`config.mk`:
```
export PLATFORM = sky130hd
export DESIGN_NAME = fetch_unit
export DESIGN_NICKNAME = d
export VERILOG_FILES = /design/src/rtl/fetch_pkg.sv /design/src/rtl/fetch_fifo.sv /design/src/rtl/fetch_unit.sv
export SDC_FILE = /design/constraint.sdc
export NUM_CORES = 1
export LEC_CHECK = 0
export ABC_AREA = 1
export BUFFER_PORTS_ARGS = -buffer_cell sky130_fd_sc_hd__clkbuf_2
export CAP_MARGIN = 15
export CELL_PAD_IN_SITES_DETAIL_PLACEMENT = 2
export CELL_PAD_IN_SITES_GLOBAL_PLACEMENT = 2
export CORE_ASPECT_RATIO = 2
export CORE_MARGIN = 5
export CORE_UTILIZATION = 38
export DETAILED_ROUTE_END_ITERATION = 10
export MAX_ROUTING_LAYER = met4
export PLACE_DENSITY = 0.86
export SKIP_LAST_GASP = 1
export SLEW_MARGIN = 10
export SYNTH_ARGS = -nofsm -noshare
export SYNTH_HDL_FRONTEND = slang
export SYNTH_HIERARCHICAL = 1
export SYNTH_SLANG_ARGS = --single-unit
```
`constraint.sdc`:
```
create_clock -name clk -period 9.85 [get_ports clk]
set_input_delay 0.4925 -clock clk [delete_from_list [all_inputs] [get_ports clk]]
set_output_delay 0.4925 -clock clk [all_outputs]
set_load 0.05 [all_outputs]
```
`src/rtl/fetch_pkg.sv`:
```
`default_nettype none
// ============================================================================
// Module      : fetch_pkg
// Description : Shared types and constants for the RV32I instruction fetch stage.
// Revision    : 1.0 - initial release
// ============================================================================
package fetch_pkg;

    localparam int FETCH_AWIDTH = 32;
    localparam int FETCH_DWIDTH = 32;

    localparam logic [FETCH_AWIDTH-1:0] ZERO     = '0;
    localparam logic [FETCH_DWIDTH-1:0] INSN_NOP = 32'h0000_0013;

    typedef struct packed {
        logic [FETCH_AWIDTH-1:0] pc;
        logic [FETCH_DWIDTH-1:0] insn;
    } fetch_entry_t;

    typedef enum logic [0:0] {
        FETCH_RUN   = 1'b0,
        FETCH_FLUSH = 1'b1
    } fetch_state_e;

endpackage : fetch_pkg
`default_nettype wire

```
`src/rtl/fetch_fifo.sv`:
```
`default_nettype none
// ============================================================================
// Module      : fetch_fifo
// Description : Parameterised synchronous FIFO with registered head and clear.
// Revision    : 1.0 - initial release
// ============================================================================
module fetch_fifo #(
    parameter int WIDTH = 32,
    parameter int DEPTH = 2,
    parameter int CW    = $clog2(DEPTH + 1)
) (
    input  logic             clk,
    input  logic             rst,
    input  logic             push,
    input  logic [WIDTH-1:0] push_data,
    input  logic             pop,
    input  logic             clear,
    output logic [CW-1:0]    count,
    output logic [WIDTH-1:0] head
);

    localparam int PW = $clog2(DEPTH);

    logic [WIDTH-1:0] r_mem [DEPTH];
    logic [PW-1:0]    r_wr_ptr;
    logic [PW-1:0]    r_rd_ptr;
    logic [CW-1:0]    r_count;
    logic             w_pop;
    logic             w_push;

    // A pop on an empty FIFO is dropped; a push on a full one only lands if a pop frees a slot.
    assign w_pop  = pop && (r_count != '0);
    assign w_push = push && ((r_count != CW'(DEPTH)) || w_pop);

    always_ff @(posedge clk) begin
        if (rst || clear) begin
            r_wr_ptr <= '0;
            r_rd_ptr <= '0;
            r_count  <= '0;
        end else begin
            if (w_push) begin
                r_wr_ptr <= r_wr_ptr + PW'(1);
            end
            if (w_pop) begin
                r_rd_ptr <= r_rd_ptr + PW'(1);
            end
            r_count <= r_count + CW'(w_push) - CW'(w_pop);
        end
    end

    always_ff @(posedge clk) begin
        if (w_push && !clear) begin
            r_mem[r_wr_ptr] <= push_data;
        end
    end

    assign count = r_count;
    assign head  = r_mem[r_rd_ptr];

endmodule : fetch_fifo
`default_nettype wire

```
`src/rtl/fetch_unit.sv`:
```
`default_nettype none
// ============================================================================
// Module      : fetch_unit
// Description : RV32I instruction fetch with credit-limited requests, in-order
//               buffering and redirect flush. Optional macro: FETCH_PERF_EN.
// Revision    : 1.0 - initial release
// ============================================================================
module fetch_unit
    import fetch_pkg::*;
#(
    parameter int                DWIDTH   = FETCH_DWIDTH,
    parameter int                AWIDTH   = FETCH_AWIDTH,
    parameter logic [AWIDTH-1:0] BASEADDR = 32'h0100_0000,
    parameter int                DEPTH    = 2
) (
    input  logic              clk,
    input  logic              rst,
    output logic              imem_req_valid_o,
    input  logic              imem_req_ready_i,
    output logic [AWIDTH-1:0] imem_req_addr_o,
    input  logic              imem_rsp_valid_i,
    input  logic [DWIDTH-1:0] imem_rsp_data_i,
    input  logic              redirect_i,
    input  logic [AWIDTH-1:0] redirect_pc_i,
    output logic              valid_o,
    input  logic              ready_i,
    output logic [AWIDTH-1:0] pc_o,
    output logic [DWIDTH-1:0] insn_o
`ifdef FETCH_PERF_EN
    ,
    output logic [31:0]       perf_fetched_o,
    output logic [31:0]       perf_bubble_o
`endif
);

    localparam int CW = $clog2(DEPTH + 1);

    fetch_state_e      r_state;
    fetch_state_e      w_state_nxt;
    logic [AWIDTH-1:0] r_next_pc;
    logic [AWIDTH-1:0] w_next_pc_nxt;
    logic [CW-1:0]     r_kill;
    logic [CW-1:0]     w_kill_nxt;
    logic [CW-1:0]     w_outstanding;
    logic [CW-1:0]     w_k;
    logic [CW-1:0]     w_out_count;
    logic [CW:0]       w_inflight;
    logic [AWIDTH-1:0] w_track_head;
    logic [AWIDTH-1:0] w_target;
    fetch_entry_t      w_out_head;
    fetch_entry_t      w_out_push_data;
    logic              w_credit;
    logic              w_req_fire;
    logic              w_rsp_fire;
    logic              w_deq;
    logic              w_out_push;

    // The tracking FIFO occupancy is the outstanding-request count.
    fetch_fifo #(
        .WIDTH (AWIDTH),
        .DEPTH (DEPTH),
        .CW    (CW)
    ) u_track_fifo (
        .clk       (clk),
        .rst       (rst),
        .push      (w_req_fire),
        .push_data (r_next_pc),
        .pop       (w_rsp_fire),
        .clear     (1'b0),
        .count     (w_outstanding),
        .head      (w_track_head)
    );

    fetch_fifo #(
        .WIDTH ($bits(fetch_entry_t)),
        .DEPTH (DEPTH),
        .CW    (CW)
    ) u_out_fifo (
        .clk       (clk),
        .rst       (rst),
        .push      (w_out_push),
        .push_data (w_out_push_data),
        .pop       (w_deq),
        .clear     (redirect_i),
        .count     (w_out_count),
        .head      (w_out_head)
    );

    // Credit counts both in-flight requests and buffered entries so the output FIFO never overflows.
    assign w_inflight = {1'b0, w_outstanding} + {1'b0, w_out_count} - {{CW{1'b0}}, w_deq};
    assign w_credit   = w_inflight < (CW + 1)'(DEPTH);

    assign imem_req_valid_o = !rst && (r_state == FETCH_RUN) && w_credit && !redirect_i;
    assign imem_req_addr_o  = r_next_pc;
    assign w_req_fire       = imem_req_valid_o && imem_req_ready_i;
    assign w_rsp_fire       = imem_rsp_valid_i && (w_outstanding != '0);

    assign valid_o = (r_state == FETCH_RUN) && (w_out_count != '0);
    assign w_deq   = valid_o && ready_i;
    assign pc_o    = valid_o ? w_out_head.pc   : ZERO;
    assign insn_o  = valid_o ? w_out_head.insn : INSN_NOP;

    assign w_out_push           = w_rsp_fire && (r_state == FETCH_RUN) && !redirect_i;
    assign w_out_push_data.pc   = w_track_head;
    assign w_out_push_data.insn = imem_rsp_data_i;

    assign w_target = redirect_pc_i & ~AWIDTH'(3);
    // Requests are masked during a redirect, so only a same-cycle response reduces the kill count.
    assign w_k      = w_outstanding - CW'(w_rsp_fire);

    always_comb begin
        w_state_nxt   = r_state;
        w_kill_nxt    = r_kill;
        w_next_pc_nxt = r_next_pc;
        if (redirect_i) begin
            w_next_pc_nxt = w_target;
        end else if (w_req_fire) begin
            w_next_pc_nxt = r_next_pc + AWIDTH'(4);
        end
        case (r_state)
            FETCH_RUN: begin
                if (redirect_i && (w_k != '0)) begin
                    w_kill_nxt  = w_k;
                    w_state_nxt = FETCH_FLUSH;
                end
            end
            FETCH_FLUSH: begin
                if (w_rsp_fire) begin
                    w_kill_nxt = r_kill - CW'(1);
                end
                if (w_kill_nxt == '0) begin
                    w_state_nxt = FETCH_RUN;
                end
            end
            default: begin
                w_state_nxt = FETCH_RUN;
            end
        endcase
    end

    always_ff @(posedge clk) begin
        if (rst) begin
            r_state   <= FETCH_RUN;
            r_next_pc <= BASEADDR;
            r_kill    <= '0;
        end else begin
            r_state   <= w_state_nxt;
            r_next_pc <= w_next_pc_nxt;
            r_kill    <= w_kill_nxt;
        end
    end

`ifdef FETCH_PERF_EN
    logic [31:0] r_perf_fetched;
    logic [31:0] r_perf_bubble;

    always_ff @(posedge clk) begin
        if (rst) begin
            r_perf_fetched <= '0;
            r_perf_bubble  <= '0;
        end else begin
            if (w_deq) begin
                r_perf_fetched <= r_perf_fetched + 32'd1;
            end
            if (!valid_o && ready_i) begin
                r_perf_bubble <= r_perf_bubble + 32'd1;
            end
        end
    end

    assign perf_fetched_o = r_perf_fetched;
    assign perf_bubble_o  = r_perf_bubble;
`endif

endmodule : fetch_unit
`default_nettype wire

```
# ---- After elaboration in Yosys (flattened, before gate mapping)
# Memory sizes are Yosys's and may differ from the RTL's. A register that Yosys moved wholly into a read port is not among the register bits.
# Cells that the tools add are included.
dict set report classes {
  n_reduce_logical 26
  n_mux 19
  eq_ne 3
  bitwise 1
  order_cmp 1
  addsub 13
}
# operator count
set op_table {}
lappend op_table {{$mux W32} 4}
lappend op_table {{$add A32 B3 Y32 const B} 1}
lappend op_table {{$logic_and A1 B1 Y1} 15}
lappend op_table {{$mux W1} 10}
lappend op_table {{$reduce_bool A2 Y1} 4}
lappend op_table {{$mux W2} 3}
lappend op_table {{$sub A2 B1 Y2} 3}
lappend op_table {{$add A1 B1 Y1 const B} 4}
lappend op_table {{$add A2 B1 Y2} 2}
lappend op_table {{$ne A2 B2 Y1 const B} 2}
lappend op_table {{$pmux W2 S2} 1}
lappend op_table {{$add A2 B2 Y3} 1}
lappend op_table {{$logic_or A1 B1 Y1} 3}
lappend op_table {{$lt A3 B2 Y1 const B} 1}
lappend op_table {{$sub A3 B1 Y3} 1}
lappend op_table {{$logic_not A1 Y1} 2}
lappend op_table {{$logic_not A2 Y1} 1}
lappend op_table {{$ne A2 B1 Y1 const B} 1}
lappend op_table {{$pmux W1 S2} 1}
lappend op_table {{$reduce_or A2 Y1} 1}
lappend op_table {{$sub A2 B1 Y2 const B} 1}
lappend op_table {{$not A1 Y1} 1}
dict set report totals {
  inputBits 70
  memories 2
  reg_bits 43
  word_cells 75
  out_inout_bits 98
  ramBits 192
}
# name words width read_ports rd_ports_with_merged_regs wr line_no
set memory_table {}
lappend memory_table {u_out_fifo.r_mem 2 64 1 1 1 fetch_fifo.sv:24} ;# logic [WIDTH-1:0] r_mem [DEPTH];
lappend memory_table {u_track_fifo.r_mem 2 32 1 1 1 fetch_fifo.sv:24}

# ---- Logic depth before layout (Yosys ltp)
dict set report logic_depth {
  depth_word 11
  mapped_depth 23
  ltp_nobuf 20
}

# ---- Cells and area by module
# The synthesis kept the hierarchy.
# mod area_each_um2 seq_area_each_um2 cells_each instances
set modules_own_cells {}
lappend modules_own_cells {{fetch_fifo at u_out_fifo} 5157.4 3943.8 232 1}
lappend modules_own_cells {fetch_unit 2892.8 660.6 525 1}
lappend modules_own_cells {{fetch_fifo at u_track_fifo} 2702.6 2021.9 133 1}

# ---- Worst setup path before layout
# No wires, ideal clock.
dict set report synth_path {
  kind {reg2reg}
  start {reg u_out_fifo.r_count[1], in the netlist u_out_fifo/count[1]}
  end {mem u_out_fifo/r_mem[0][0] (netlist bit) (enable)}
  setup_time_ps 565
  setup_slack_ps 2767
  t_arrival_ps 6519
  stages_incl_launch_ff 11
  t_required_ps 9285
  cell_sequence {dfxtp_1 > inv_1 > a21oi_1 > inv_1 > clkbuf_1 > clkbuf_1 > nor2_1 > inv_1 > nand3_1 > nand2_1 > nor3_1}
}
dict set report synth_via {
  elab_chain_len 9
  word_cells_on_any_way 10
  classes_between {eq/ne: 1; mux: 2; reduce/logical: 7}
}
# item line_no
set synth_lines {}
lappend synth_lines {{from (decl)} fetch_fifo.sv:27} ;# logic [CW-1:0] r_count;
lappend synth_lines {{from (signal assigned)} fetch_fifo.sv:47} ;# r_count <= r_count + CW'(w_push) - CW'(w_pop);
lappend synth_lines {{$reduce_bool A2 Y1} fetch_unit.sv:98} ;# assign valid_o = (r_state == FETCH_RUN) && (w_out_count != '0);
lappend synth_lines {{$logic_and A1 B1 Y1} fetch_unit.sv:98}
lappend synth_lines {{net valid_o} fetch_unit.sv:25} ;# output logic valid_o,
lappend synth_lines {{$logic_and A1 B1 Y1} fetch_unit.sv:99} ;# assign w_deq = valid_o && ready_i;
lappend synth_lines {{net w_deq} fetch_unit.sv:55} ;# logic w_deq;
lappend synth_lines {{$logic_and A1 B1 Y1} fetch_fifo.sv:32} ;# assign w_pop = pop && (r_count != '0);
lappend synth_lines {{$logic_or A1 B1 Y1} fetch_fifo.sv:33} ;# assign w_push = push && ((r_count != CW'(DEPTH)) || w_pop);
lappend synth_lines {{$logic_and A1 B1 Y1} fetch_fifo.sv:33}
lappend synth_lines {{$logic_and A1 B1 Y1} fetch_fifo.sv:52} ;# if (w_push && !clear) begin
lappend synth_lines {{$mux W1} fetch_fifo.sv:52}
lappend synth_lines {{$mux W1 (implied by the code)} fetch_fifo.sv:53} ;# r_mem[r_wr_ptr] <= push_data;
lappend synth_lines {{to (decl)} fetch_fifo.sv:24}
# The timed path passes the listed nets, and every way through them passes these cells.

# ---- Final worst setup path
dict set report layout_path {
  start {reg u_out_fifo.r_count[1], in the netlist u_out_fifo/count[1]}
  end {reg u_track_fifo.r_count[1], in the netlist u_track_fifo/count[1]}
}
dict set report layout_via {
  elab_chain_len 11
  word_cells_on_any_way 12
  classes_between {add/sub: 4; order compare: 1; reduce/logical: 7}
}
# item line_no
set layout_lines {}
lappend layout_lines {{$reduce_bool A2 Y1} fetch_unit.sv:98}
lappend layout_lines {{$logic_and A1 B1 Y1} fetch_unit.sv:98}
lappend layout_lines {{$logic_and A1 B1 Y1} fetch_unit.sv:99}
lappend layout_lines {{net w_deq} fetch_unit.sv:55}
lappend layout_lines {{$sub A3 B1 Y3} fetch_unit.sv:90} ;# assign w_inflight = {1'b0, w_outstanding} + {1'b0, w_out_count} - {{CW{1'b0}}, w_deq};
lappend layout_lines {{$lt A3 B2 Y1} fetch_unit.sv:91} ;# assign w_credit = w_inflight < (CW + 1)'(DEPTH);
lappend layout_lines {{$logic_and A1 B1 Y1 (2 in a row)} fetch_unit.sv:93} ;# assign imem_req_valid_o = !rst && (r_state == FETCH_RUN) && w_credit && !redirect_i;
lappend layout_lines {{$logic_and A1 B1 Y1} fetch_unit.sv:95} ;# assign w_req_fire = imem_req_valid_o && imem_req_ready_i;
lappend layout_lines {{$logic_and A1 B1 Y1} fetch_fifo.sv:33}
lappend layout_lines {{$add A2 B1 Y2} fetch_fifo.sv:47}
lappend layout_lines {{$sub A2 B1 Y2} fetch_fifo.sv:47}
lappend layout_lines {{to (signal assigned)} fetch_fifo.sv:47}
lappend layout_lines {{to (decl)} fetch_fifo.sv:27}
# The timed path passes the listed nets, and every way through them passes these cells.
# A chain may end at the register's enable or synchronous reset.

==> impl_metrics.json <==
{
  "outcome": "complete, no violations",
  "hold_start": "imem_rsp_data_i[4]",
  "rows": 87,
  "dpl_cell_area_mm2": 0.0118,
  "r2r.worst_path.cells": 19,
  "clock_sinks": 235,
  "relSlewSlack_pct": 40.2,
  "drv_cap": 0,
  "drv_slew": 0,
  "globalRouteOverflowTotal": 0,
  "clk_latency_ps": 510,
  "hold_slack_ps": 164,
  "fp.dieW_um": 129,
  "reg2reg_to": "u_track_fifo/count[1]",
  "worstSetupEndpoint": "u_track_fifo/count[1]",
  "io_pins": 168,
  "swShare_pct": 22.7,
  "grt_max_degree": 66,
  "rsz0062_at_grt": "false",
  "seq_area_frac_synth_pct": 61.6,
  "ant_nets": 0,
  "multi_input_comb_area_mm2": 0.00341,
  "wl_per_cell_um": 20.4,
  "reg2reg_from": "u_out_fifo/count[1]",
  "post-route-cell-area_mm2": 0.0125,
  "synth_cells": 890,
  "htreeDepth": 1,
  "dp_cells": 1394,
  "drt-pass1-iter-count": 4,
  "post_cts_resized": 0,
  "end_kind": "register",
  "finalWorstSetupSlack_ps": 4650,
  "antenna_found_initial": 0,
  "via_count": 7031,
  "hold_buffers": 0,
  "wirelength_um": 29200,
  "grt_pass1_wl_um": 45000,
  "start_util_pct": 38.3,
  "numCtsBuffers": 22,
  "grt_pass1_vias": 8020,
  "avgSynthCellArea_um2": 12.1,
  "p_seq_share_pct": 53.5,
  "worstPathRequired_ps": 10260,
  "setup_violations": 0,
  "dp_slack_ps": 4600,
  "cp-start-kind": "register",
  "cts_setup_buffers": 0,
  "gp_routability_congestion": 0.803,
  "track_usage_pct": 18.9,
  "hp-class": "in2reg",
  "power.switching_mw": 0.469,
  "drt_iter0_drc": 333,
  "powerDensity_mw_per_mm2": 165,
  "antenna_cells": 0,
  "synth_seq_cells": 235,
  "core_mm2": 0.0281,
  "power_mw": 2.07,
  "tritoncts": "built",
  "power.internal_mw": 1.60,
  "cp.arrival_ps": 5610,
  "timing.final.crit_share_pct": 52.8,
  "io_buffer_count": 163,
  "clkTransAtPathRegs_ps": 70,
  "clockBufferDepth": 3,
  "drc": 0,
  "path_cells": "inv_1, a21oi_1, inv_2, buf_4, nor2_1, ha_1, or2_2, fa_1, nand2_1, nor2_2, nand3_2, inv_1, nand2_1, ha_1, inv_1, ha_1, or2_2, a21oi_1, nor2_1",
  "skew_ps": 10.4,
  "syn_to_final_growth_pct": 16.5,
  "crit_type": "reg2reg",
  "hold_depth": 1,
  "crit_path_start": "u_out_fifo/count[1]",
  "ctsRootBufferMaster": "clkbuf_16",
  "synth_warnings": 6,
  "avgViaCountPerCell": 4.90,
  "finish.utilization_pct": 44.6,
  "ys_types": 34,
  "netlist_area_mm2": 0.0108,
  "regArea_mm2": 0.00663,
  "r2r_setup_slack_ps": 4650,
  "hpwl_um": 21000,
  "fmax_ghz": 0.192,
  "drive_gt1_share_pct": 30.9,
  "hold_violations": 0,
  "ir_drop_mv": 0.103,
  "worst_slew_pin_slew_ps": 896,
  "layout.nets": 1141,
  "post_layout_nonfiller_instances": 1434,
  "die_y_um": 248,
  "p_clk_share_pct": 41.0,
  "crit_fanout": 65,
  "slowest_delay_ps": 790,
  "die_area_mm2": 0.0320,
  "comb_power_share_pct": 5.6,
  "period_minus_slack_ps": 5200,
  "fillers": 2945,
  "leakagePower_nw": 5.16,
  "finalSetupTns_ps": 0,
  "critical_path.slowest_cell": "inv_1"
}
-- cells in the final DEF, fill, tap and decap left out, types with 14 or more instances in the layout --
cell,netlist,layout
edfxtp_1,192,192
clkbuf_2,0,163
nand2_1,131,131
inv_1,121,120
nor2_1,122,120
mux2_4,90,90
dfxtp_1,43,41
nand3_1,37,37
a21oi_1,28,28
clkbuf_16,0,23
o21ai_0,14,14
-- logic make-up after synthesis --
logic type               after synthesis  share of synthesized area (%)
AND/OR/NAND/NOR                      325                           12.9
flip-flops                           235                           61.6
buffers and inverters                154                           7.17
multiplexers                          96                           13.2
AO/OA/AOI/OAI                         55                           2.70
XOR/XNOR                              15                           1.22
adder cells (fa/ha/maj)                9                           1.12
other                                  1                         0.0349
-- per-layer routing --
| metal | global-route usage [%] | up-vias | wire length, um | part of all wire, % |
|---|---|---|---|---|
| met5 | - | - | 0 | 0 |
| met4 | 9.59 | 0 | 1510 | 5.2 |
| met3 | 2.05 | 73 | 891 | 3.1 |
| met2 | 35.5 | 172 | 16500 | 57 |
| met1 | 18.8 | 3498 | 10300 | 35 |
| li1 | - | 3288 | - | - |
-- state kept, by name (all words and copies together), names as in the netlist, named ones only --
signal and cells:
u_out_fifo/r_rd_ptr 1, u_out_fifo/count 2, u_track_fifo/count 2, u_track_fifo/r_mem 64, r_state 1, u_out_fifo/r_wr_ptr 1, u_track_fifo/r_rd_ptr 1, u_track_fifo/r_wr_ptr 1
r_kill 2, imem_req_addr_o 30, u_out_fifo/r_mem 128
-- how the worst min path moves through the flow --
stage	end	slack (ps)
3_5_place_dp	r_kill[0]	500
6_report	u_out_fifo/r_mem[1][4]	160
5_1_grt	u_out_fifo/r_mem[1][22]	150
4_1_cts	u_out_fifo/r_mem[0][23]	140
3_3_place_gp	r_kill[0]	470
2_1_floorplan	r_kill[0]	450
-- synthesized netlist by cell type (all sizes together) --
library cell	count	area share, %
inv	123	4.3
dfxtp	43	8.0
ha	8	0.93
fa	1	0.19
a31oi	4	0.23
o21bai	1	0.070
nand3	40	2.0
edfxtp	192	54
a21oi	28	1.3
nor3b	2	0.14
mux2	96	13
nor3	5	0.33
or2	8	0.47
conb	1	0.035
o211ai	3	0.21
buf	20	2.5
clkbuf	11	0.38
o21ai	19	0.88
nand2	134	4.7
nand4	3	0.17
xnor2	6	0.49
nor2	133	5.1
xor2	9	0.73
-- critical path, delay by kind of cell (launching register included) --
family / cells / cell delay [ps]
buf+inv: 5 / 1280
compound gates: 2 / 360
simple gates: 8 / 1720
fa+ha+maj: 4 / 1280
flops: 1 / 430
-- power by group through the flow --
stage               clock network, mW  logic [mW]  registers (mW)
finish                          0.846       0.115            1.10
global route                    0.914       0.125            1.11
global placement                    0       0.109            1.12
floorplan                           0      0.0467            1.14
CTS                             0.870       0.117            1.10
detailed placement                  0       0.115            1.13
-- layout make-up --
cell class / instances / area share (%)
Multi-Input combinational cell: 510 / 27.2
Inverter: 123 / 3.69
Clock inverter: 7 / 0.519
Timing Repair Buffer: 170 / 6.93
Clock buffer: 33 / 5.13
Tap cell: 356 / 3.56
Sequential cell: 235 / 52.9
Note: power is estimated with default switching activity, not from simulation.
